File: src/rtl/vga_sync_decoder.sv
// VGA timing receiver: edge-detects pixel_clk on Clk, recovers pixel X/Y from hs/vs/blank,
// measures line/frame totals and locks once a whole frame matches the expected mode.
module vga_sync_decoder #(
    parameter int unsigned H_TOTAL  = 800,
    parameter int unsigned V_TOTAL  = 525,
    parameter int unsigned H_ACTIVE = 640,
    parameter int unsigned V_ACTIVE = 480
) (
    input  logic       Clk,
    input  logic       Reset,
    input  logic       PixelClk,
    input  logic       Hs,
    input  logic       Vs,
    input  logic       Blank,
    output logic [9:0] RxX,
    output logic [9:0] RxY,
    output logic       RxValid,
    output logic       FrameDone,
    output logic       Locked,
    output logic [9:0] MeasHTotal,
    output logic [9:0] MeasVTotal,
    output logic [7:0] ErrCount
);
    localparam logic [9:0] HTot = 10'(H_TOTAL);
    localparam logic [9:0] VTot = 10'(V_TOTAL);
    localparam logic [9:0] HAct = 10'(H_ACTIVE);
    localparam logic [9:0] VAct = 10'(V_ACTIVE);

    typedef enum logic [1:0] {StSearch, StMeasure, StLocked} state_e;

    function automatic logic [9:0] sat_inc(input logic [9:0] v);
        return (v == '1) ? v : v + 10'd1;
    endfunction

    logic       pclk_q, pclk_d, hs_q, hs_d, vs_q, vs_d, bad_q, bad_d;
    logic [9:0] hcnt_q, hcnt_d, vcnt_q, vcnt_d, apix_q, apix_d, aline_q, aline_d;
    logic [9:0] rx_x_q, rx_x_d, rx_y_q, rx_y_d, meas_h_q, meas_h_d, meas_v_q, meas_v_d;
    logic       rx_valid_q, rx_valid_d, frame_done_q, frame_done_d, locked_q, locked_d;
    logic [7:0] err_q, err_d;
    state_e     state_q, state_d;

    logic       tick, hs_fall, vs_fall, line_active, line_ok, bad_now, frame_ok;
    logic [9:0] line_len, pix_now, lines_now, alines_now;

    assign tick    = PixelClk & ~pclk_q;
    assign hs_fall = tick & ~Hs & hs_q;
    assign vs_fall = tick & ~Vs & vs_q;

    // Line/frame figures as they stand including the current tick, so a coincident
    // hs/vs fall closes the line into the old frame before the frame is judged.
    assign line_len    = sat_inc(hcnt_q);
    assign pix_now     = Blank ? sat_inc(apix_q) : apix_q;
    assign line_active = (pix_now != '0);
    assign line_ok     = (line_len == HTot) && (!line_active || pix_now == HAct);
    assign lines_now   = hs_fall ? sat_inc(vcnt_q) : vcnt_q;
    assign alines_now  = (hs_fall && line_active) ? sat_inc(aline_q) : aline_q;
    assign bad_now     = bad_q | (hs_fall & ~line_ok);
    assign frame_ok    = (lines_now == VTot) && (alines_now == VAct) && !bad_now;

    always_comb begin
        pclk_d       = PixelClk;
        hs_d         = hs_q;
        vs_d         = vs_q;
        bad_d        = bad_q;
        hcnt_d       = hcnt_q;
        vcnt_d       = vcnt_q;
        apix_d       = apix_q;
        aline_d      = aline_q;
        rx_x_d       = rx_x_q;
        rx_y_d       = rx_y_q;
        meas_h_d     = meas_h_q;
        meas_v_d     = meas_v_q;
        rx_valid_d   = 1'b0;
        frame_done_d = 1'b0;
        if (tick) begin
            hs_d       = Hs;
            vs_d       = Vs;
            rx_valid_d = Blank;
            hcnt_d     = sat_inc(hcnt_q);
            if (Blank) begin
                apix_d = sat_inc(apix_q);
                rx_x_d = (apix_q == '0) ? '0 : sat_inc(rx_x_q);
            end
            if (hs_fall) begin
                meas_h_d = line_len;
                hcnt_d   = '0;
                apix_d   = '0;
                vcnt_d   = lines_now;
                aline_d  = alines_now;
                bad_d    = bad_now;
                if (line_active) rx_y_d = sat_inc(rx_y_q);
            end
            if (vs_fall) begin
                frame_done_d = 1'b1;
                meas_v_d     = lines_now;
                vcnt_d       = '0;
                aline_d      = '0;
                bad_d        = 1'b0;
                rx_y_d       = '0;
            end
        end
    end

    // A failed frame while measuring is counted as well, so a persistently wrong
    // source keeps raising ErrCount instead of only the first loss of lock.
    always_comb begin
        state_d = state_q;
        err_d   = err_q;
        unique case (state_q)
            StSearch: if (vs_fall) state_d = StMeasure;
            StMeasure: begin
                if (vs_fall) begin
                    if (frame_ok) state_d = StLocked;
                    else if (err_q != '1) err_d = err_q + 8'd1;
                end
            end
            StLocked: begin
                if ((hs_fall && !line_ok) || (vs_fall && !frame_ok)) begin
                    state_d = StSearch;
                    if (err_q != '1) err_d = err_q + 8'd1;
                end
            end
            default: state_d = StSearch;
        endcase
        locked_d = (state_d == StLocked);
    end

    always_ff @(posedge Clk or posedge Reset) begin
        if (Reset) begin
            pclk_q       <= 1'b0;
            hs_q         <= 1'b0;
            vs_q         <= 1'b0;
            bad_q        <= 1'b0;
            hcnt_q       <= '0;
            vcnt_q       <= '0;
            apix_q       <= '0;
            aline_q      <= '0;
            rx_x_q       <= '0;
            rx_y_q       <= '0;
            meas_h_q     <= '0;
            meas_v_q     <= '0;
            rx_valid_q   <= 1'b0;
            frame_done_q <= 1'b0;
            locked_q     <= 1'b0;
            err_q        <= '0;
            state_q      <= StSearch;
        end else begin
            pclk_q       <= pclk_d;
            hs_q         <= hs_d;
            vs_q         <= vs_d;
            bad_q        <= bad_d;
            hcnt_q       <= hcnt_d;
            vcnt_q       <= vcnt_d;
            apix_q       <= apix_d;
            aline_q      <= aline_d;
            rx_x_q       <= rx_x_d;
            rx_y_q       <= rx_y_d;
            meas_h_q     <= meas_h_d;
            meas_v_q     <= meas_v_d;
            rx_valid_q   <= rx_valid_d;
            frame_done_q <= frame_done_d;
            locked_q     <= locked_d;
            err_q        <= err_d;
            state_q      <= state_d;
        end
    end

    assign RxX        = rx_x_q;
    assign RxY        = rx_y_q;
    assign RxValid    = rx_valid_q;
    assign FrameDone  = frame_done_q;
    assign Locked     = locked_q;
    assign MeasHTotal = meas_h_q;
    assign MeasVTotal = meas_v_q;
    assign ErrCount   = err_q;
endmodule

File: config.mk
export PLATFORM = sky130hd
export DESIGN_NAME = vga_sync_decoder
export DESIGN_NICKNAME = d
export VERILOG_FILES = /design/src/rtl/vga_sync_decoder.sv
export SDC_FILE = /design/constraint.sdc
export NUM_CORES = 1
export LEC_CHECK = 0
export ABC_AREA = 1
export CELL_PAD_IN_SITES_DETAIL_PLACEMENT = 1
export CELL_PAD_IN_SITES_GLOBAL_PLACEMENT = 1
export CORE_MARGIN = 3
export CORE_UTILIZATION = 45
export DETAILED_ROUTE_END_ITERATION = 10
export GPL_TIMING_DRIVEN = 1
export MAX_ROUTING_LAYER = met4
export PLACE_DENSITY_LB_ADDON = 0.1
export SYNTH_ARGS = -nofsm -noshare
export SYNTH_HDL_FRONTEND = slang
export SYNTH_SLANG_ARGS = --single-unit
File: constraint.sdc
create_clock -name Clk -period 5.13 [get_ports Clk]
set_input_delay 1.026 -clock Clk [delete_from_list [all_inputs] [get_ports Clk]]
set_output_delay 1.026 -clock Clk [all_outputs]
set_load 0.03 [all_outputs]
# Yosys cells after proc, flatten, opt, wreduce, memory -nomap -nowiden
# Index checks and enable logic that the tools add are counted.
[totals] output_inout_bits=51 ff_bits=97 input_bits=6 wordCells=112
[op_classes] bitwise_logic=11 add_sub_neg=7 eq_ne=19 n_reduce_logical=24 muxes=34
[ops] operator="$mux 10" n=19
[ops] operator="$eq 10x10->1 const B" n=9
[ops] operator="$add 10x1->10 const B" n=6
[ops] operator="$mux 8" n=4
[ops] operator="$pmux 8 s2" n=1
[ops] operator="$eq 10x9->1 const B" n=1
[ops] operator="$logic_not 10->1" n=1
[ops] operator="$ne 2x2->1 const B" n=5
[ops] operator="$reduce_bool 10->1" n=1
[ops] operator="$add 8x1->8 const B" n=1
[ops] operator="$mux 2" n=4
[ops] operator="$ne 8x8->1 const B" n=1
[ops] operator="$reduce_and 4->1" n=2
[ops] operator="$and 1x1->1" n=6
[ops] operator="$logic_and 1x1->1" n=6
[ops] operator="$pmux 2 s3" n=1
[ops] operator="$reduce_and 2->1" n=3
[ops] operator="$reduce_bool 2->1" n=3
[ops] operator="$mux 1" n=5
[ops] operator="$eq 2x2->1 const B" n=2
[ops] operator="$logic_not 1->1" n=4
[ops] operator="$not 1->1" n=4
[ops] operator="$reduce_and 3->1" n=1
[ops] operator="$eq 2x1->1 const B" n=1
[ops] operator="3 further kinds" n=4

# Depth between registers and ports, before layout
[depth] depth_word=18 ltp_mapped=23 ltp_nobuf=22

# Least setup slack after synthesis
# Ideal clock, no wire load.
[synth_timing] kind="input -> register" from="in Blank" to="reg err_q[2], in the netlist ErrCount[2]" arrival_ps=2909 setup_ps=66 path_slack_ps=2155 t_required_ps=5064 n_path_buf=3 path_stages=19 cell_sequence="buf_2 -> buf_1 -> nand4_1 -> nand2_2 -> nand2_2 -> nor2_4 -> nand3_4 -> buf_6 -> nand2_1 -> nand2_1 -> nand2_1 -> nand3_1 -> nor2_2 -> nand3_2 -> nand2_2 -> nand2_2 -> nand3_4 -> nand2_1 -> nand2_1"
[synth_via] elab_chain_len=15 elab_cells_between_ends=23 cone_classes="eq/ne: 4; mux: 2; bitwise: 3; reduce/logical: 14"
[synth_rtl] item="start: declaration" line_no="14" text="input logic Blank,"
[synth_rtl] item="$mux 10 (*)" line_no="52" text="assign pix_now = Blank ? sat_inc(apix_q) : apix_q;"
[synth_rtl] item="$reduce_bool 10->1" line_no="53" text="assign line_active = (pix_now != '0);"
[synth_rtl] item="$logic_not 1->1" line_no="54" text="assign line_ok = (line_len == HTot) && (!line_active || pix_now == HAct);"
[synth_rtl] item="$logic_or 1x1->1" line_no="54"
[synth_rtl] item="$logic_and 1x1->1" line_no="54"
[synth_rtl] item="$not 1->1" line_no="57" text="assign bad_now = bad_q | (hs_fall & ~line_ok);"
[synth_rtl] item="$and 1x1->1" line_no="57"
[synth_rtl] item="$or 1x1->1" line_no="57"
[synth_rtl] item="$logic_not 1->1" line_no="58" text="assign frame_ok = (lines_now == VTot) && (alines_now == VAct) && !bad_now;"
[synth_rtl] item="$logic_and 1x1->1" line_no="58"
[synth_rtl] item="$logic_not 1->1" line_no="118" text="if ((hs_fall && !line_ok) || (vs_fall && !frame_ok)) begin"
[synth_rtl] item="$logic_and 1x1->1" line_no="118"
[synth_rtl] item="$logic_or 1x1->1" line_no="118"
[synth_rtl] item="$ne 2x2->1 (no source line)"
[synth_rtl] item="$reduce_and 4->1 (no source line) (*)"
[synth_rtl] item="end signal: assignment" line_no="163" text="err_q <= err_d;"
[synth_rtl] item="end: declaration" line_no="39" text="logic [7:0] err_q, err_d;"
# Mark *: on every way between the ends. The rest lies on a longest branch, timed or not.
# A chain may end at the register's enable or synchronous reset.

# Worst setup path after layout
[layout_timing] from="in PixelClk" to="reg err_q[6], in the netlist ErrCount[6]"
[layout_via] elab_chain_len=13 elab_cells_between_ends=23 cone_classes="eq/ne: 5; mux: 2; bitwise: 7; reduce/logical: 9"
[layout_rtl] item="start: declaration" line_no="11" text="input logic PixelClk,"
[layout_rtl] item="$and 1x1->1 (*)" line_no="45" text="assign tick = PixelClk & ~pclk_q;"
[layout_rtl] item="$and 1x1->1 (2 in a row)" line_no="46" text="assign hs_fall = tick & ~Hs & hs_q;"
[layout_rtl] item="$logic_and 1x1->1" line_no="56" text="assign alines_now = (hs_fall && line_active) ? sat_inc(aline_q) : aline_q;"
[layout_rtl] item="$mux 10" line_no="56"
[layout_rtl] item="$eq 10x9->1" line_no="58"
[layout_rtl] item="$logic_and 1x1->1 (2 in a row)" line_no="58"
[layout_rtl] item="$logic_not 1->1" line_no="118"
[layout_rtl] item="$logic_and 1x1->1" line_no="118"
[layout_rtl] item="$logic_or 1x1->1" line_no="118"
[layout_rtl] item="$ne 2x2->1 (no source line)"
[layout_rtl] item="$reduce_and 4->1 (no source line) (*)"
# Marks and branches as above.

==> flow_summary.json <==
{
  "final_max_slew_viol_count": 0,
  "startpoint": "PixelClk",
  "fin_worst_skew_ns": 0.00568,
  "fin_hold_ws_ns": 0.496,
  "yosys_warnings": 0,
  "critPathMostFrequentCell": "nand2_1",
  "seqPwrFrac_pct": 40.4,
  "die_h_um": 116,
  "r2r-start": "apix_q[0]$_DFFE_PP0P_",
  "dpl_cell_area_mm2": 0.00618,
  "sw_frac_of_total_pct": 40.2,
  "cts_resized": 0,
  "start_util_pct": 46.9,
  "synth_commonest_cells": "nand2_1, dfrtp_1, inv_1, nor2_1, nand3_1",
  "h-tree-depth": 3,
  "timing.rr.end": "ErrCount[4]$_DFFE_PP0P_",
  "worstPathRequired_ns": 5.42,
  "synth_seq_cells": 97,
  "tns_ns": 0,
  "areaGrowthSynthToFinish_pct": 18.0,
  "synth_edf_count": 0,
  "path_class": "in2reg",
  "synth.distinct_cells": 39,
  "p_int_mw": 1.64,
  "rrSetupSlack_ns": 1.77,
  "grt_max_degree": 74,
  "peakVddDrop_uv": 244,
  "relSlewSlack_pct": 37.2,
  "max_stage_delay_ns": 0.66,
  "totalWireLength_mm": 15.2,
  "slowest_stage": "nor3_4",
  "cp-start-kind": "input pin",
  "yosysSeqAreaShare_pct": 44.3,
  "synthMostInstantiatedCell": "nand2_1",
  "first_pass_iters": 4,
  "post_cts_buffers": 0,
  "overflow": 0,
  "hold_violations": 0,
  "wl_per_cell_um": 16.2,
  "period_share_pct": 75.6,
  "synth_top_area_share_pct": 44.3,
  "die_w_um": 116,
  "power.switching_mw": 1.10,
  "synthesis.area_mm2": 0.00547,
  "power_frac_comb_pct": 36.3,
  "pwr-share-clk_pct": 23.2,
  "crit_end": "ErrCount[6]$_DFFE_PP0P_",
  "final_cell_area_mm2": 0.00646,
  "cts_buffers": 9,
  "insertion_delay_ns": 0.35,
  "postSynthCellCount": 735,
  "worstRegToRegCells": 21,
  "cp_cell_sequence": "clkdlybuf4s50_1 -> nand2_1 -> nor3_4 -> nand3_1 -> nor2_1 -> inv_1 -> a21oi_1 -> nand4_1 -> nor2_1 -> nand3_1 -> nor2_2 -> nand3_2 -> nand2_2 -> nand2_2 -> nand3_4 -> nand2_1 -> nand2_1",
  "min_period_ns": 3.88,
  "worstMarginPinSlew_ns": 0.941,
  "synth_area_leaders": "dfrtp_1, nand2_1, inv_1",
  "maxCapViolCount": 0,
  "critPathMaxFanout": 20,
  "rsz0062_at_grt": "false",
  "vias": 5089,
  "final_nets": 806,
  "die_area_mm2": 0.0135,
  "core_region_area_mm2": 0.0117,
  "cp.arrival_ns": 4.17,
  "place_congestion": 0.845,
  "cts_tree": "yes",
  "syn_area_per_cell_um2": 7.45,
  "io_buffers": 56,
  "ant_nets": 0,
  "std_cell_rows": 39,
  "finalSetupViolCount": 0,
  "hold_path_class": "reg2reg",
  "holdBufCountCts": 0,
  "grt_pass1_vias": 5366,
  "clock_sinks": 97,
  "syn_nets": 749,
  "yosys.area.top_type": "dfrtp_1",
  "final_cells": 940,
  "drc": 0,
  "cp-end-kind": "register",
  "place_inst": 924,
  "ioPinCount": 57,
  "power_density_mw_per_mm2": 423,
  "hpwl_mm": 11.2,
  "final_layout_size_suffix_gt1_share_pct": 7.15,
  "cts_root_buf": "clkbuf_16",
  "first_iter_violations": 228,
  "cts.clk_slew.worst_paths_ns": 0.07,
  "status": "completed",
  "antenna_found_initial": 0,
  "grt_pass1_wl_mm": 25.8,
  "max_freq_mhz": 258,
  "antenna_cells": 0,
  "leakage_nw": 3.12,
  "grt.total_usage_pct": 24.5,
  "synth_flop_cell": "dfrtp_1",
  "via_per_inst": 5.41,
  "async_reset_ff_share_pct": 100,
  "clk_path_buf_depth": 2
}
==> worst min path at each step <==
stage / startpoint / to / slack, ns / cells past startpoint
after floorplan: vs_q$_DFFE_PP0P_ / vs_q$_DFFE_PP0P_ / 0.47 / 2
after global placement: MeasHTotal[6]$_DFFE_PP0P_ / MeasHTotal[6]$_DFFE_PP0P_ / 0.47 / 2
after detailed placement: MeasHTotal[7]$_DFFE_PP0P_ / MeasHTotal[7]$_DFFE_PP0P_ / 0.48 / 2
after CTS: MeasHTotal[7]$_DFFE_PP0P_ / MeasHTotal[7]$_DFFE_PP0P_ / 0.50 / 2
after global routing: MeasHTotal[8]$_DFFE_PP0P_ / MeasHTotal[8]$_DFFE_PP0P_ / 0.53 / 2
final: MeasHTotal[7]$_DFFE_PP0P_ / MeasHTotal[7]$_DFFE_PP0P_ / 0.50 / 2
==> layout make-up <==
class,count,area [µm²]
clock buffers,10,229
clock inverters,6,43.8
fillers,1473,5200
inverters,103,389
multi-input cells,518,2580
flip-flops and latches,97,2430
well taps,143,179
repair buffers,63,613
==> flip-flops by register name, indices dropped and copies added, names as in the netlist, 2 cells and up <==
register / count
MeasVTotal: 10
ErrCount: 8
MeasHTotal: 10
RxX: 10
aline_q: 10
RxY: 10
hcnt_q: 10
state_q: 2
apix_q: 10
vcnt_q: 10
==> metrics by stage <==
stage               setup slack [ns]  utilization [%]  power [mW]
finish                          1.25             55.4        2.73
global route                   0.921             55.4        2.93
CTS                             1.24             55.4        2.76
detailed placement             0.869             53.0        2.11
global placement                1.05             53.0        2.07
floorplan                       1.57                -        1.73
==> worst max-delay path: cells and delay by family <==
kind	cells	cell delay, ns
AOI/OAI and AO/OA	1	0.21
buffers and inverters	2	0.53
and+or+nand+nor	14	2.38
==> power groups by stage <==
stage	clock network, mW	registers, mW	logic (mW)
2_1_floorplan	0	1.27	0.454
3_3_place_gp	0	1.11	0.961
3_5_place_dp	0	1.12	0.996
4_1_cts	0.654	1.11	1.00
5_1_grt	0.686	1.13	1.11
6_report	0.635	1.10	0.992
==> metal layers <==
layer  track usage [%]  vias up  routed length, µm
met5                 -        -                  0
met4              8.66        0                275
met3              3.78       20                332
met2              39.5       65               7620
met1              31.4     2516               6960
li1                  -     2488                  -
==> cells in the final DEF, fill, tap and decap left out, types with 11 or more instances in the layout <==
master / synthesis / layout
dfrtp_1: 97 / 97
nand4_1: 17 / 17
nor3_1: 11 / 11
nand3_1: 68 / 68
a21oi_1: 25 / 25
o21ai_0: 41 / 41
nor2_1: 78 / 78
inv_1: 97 / 96
clkdlybuf4s50_1: 0 / 56
nand2_1: 193 / 193
o22ai_1: 15 / 15
==> logic make-up (layout without fill, tap and decap cells) <==
logic type | after synthesis | after routing | synth area share [%]
compound gates | 95 | 95 | 9.67
simple gates | 400 | 400 | 33.2
fa+ha+maj | 8 | 8 | 1.83
flops | 97 | 97 | 44.3
buf+inv | 120 | 182 | 8.59
xor+xnor | 15 | 15 | 2.40
Note: power is estimated with default switching activity, not from simulation.
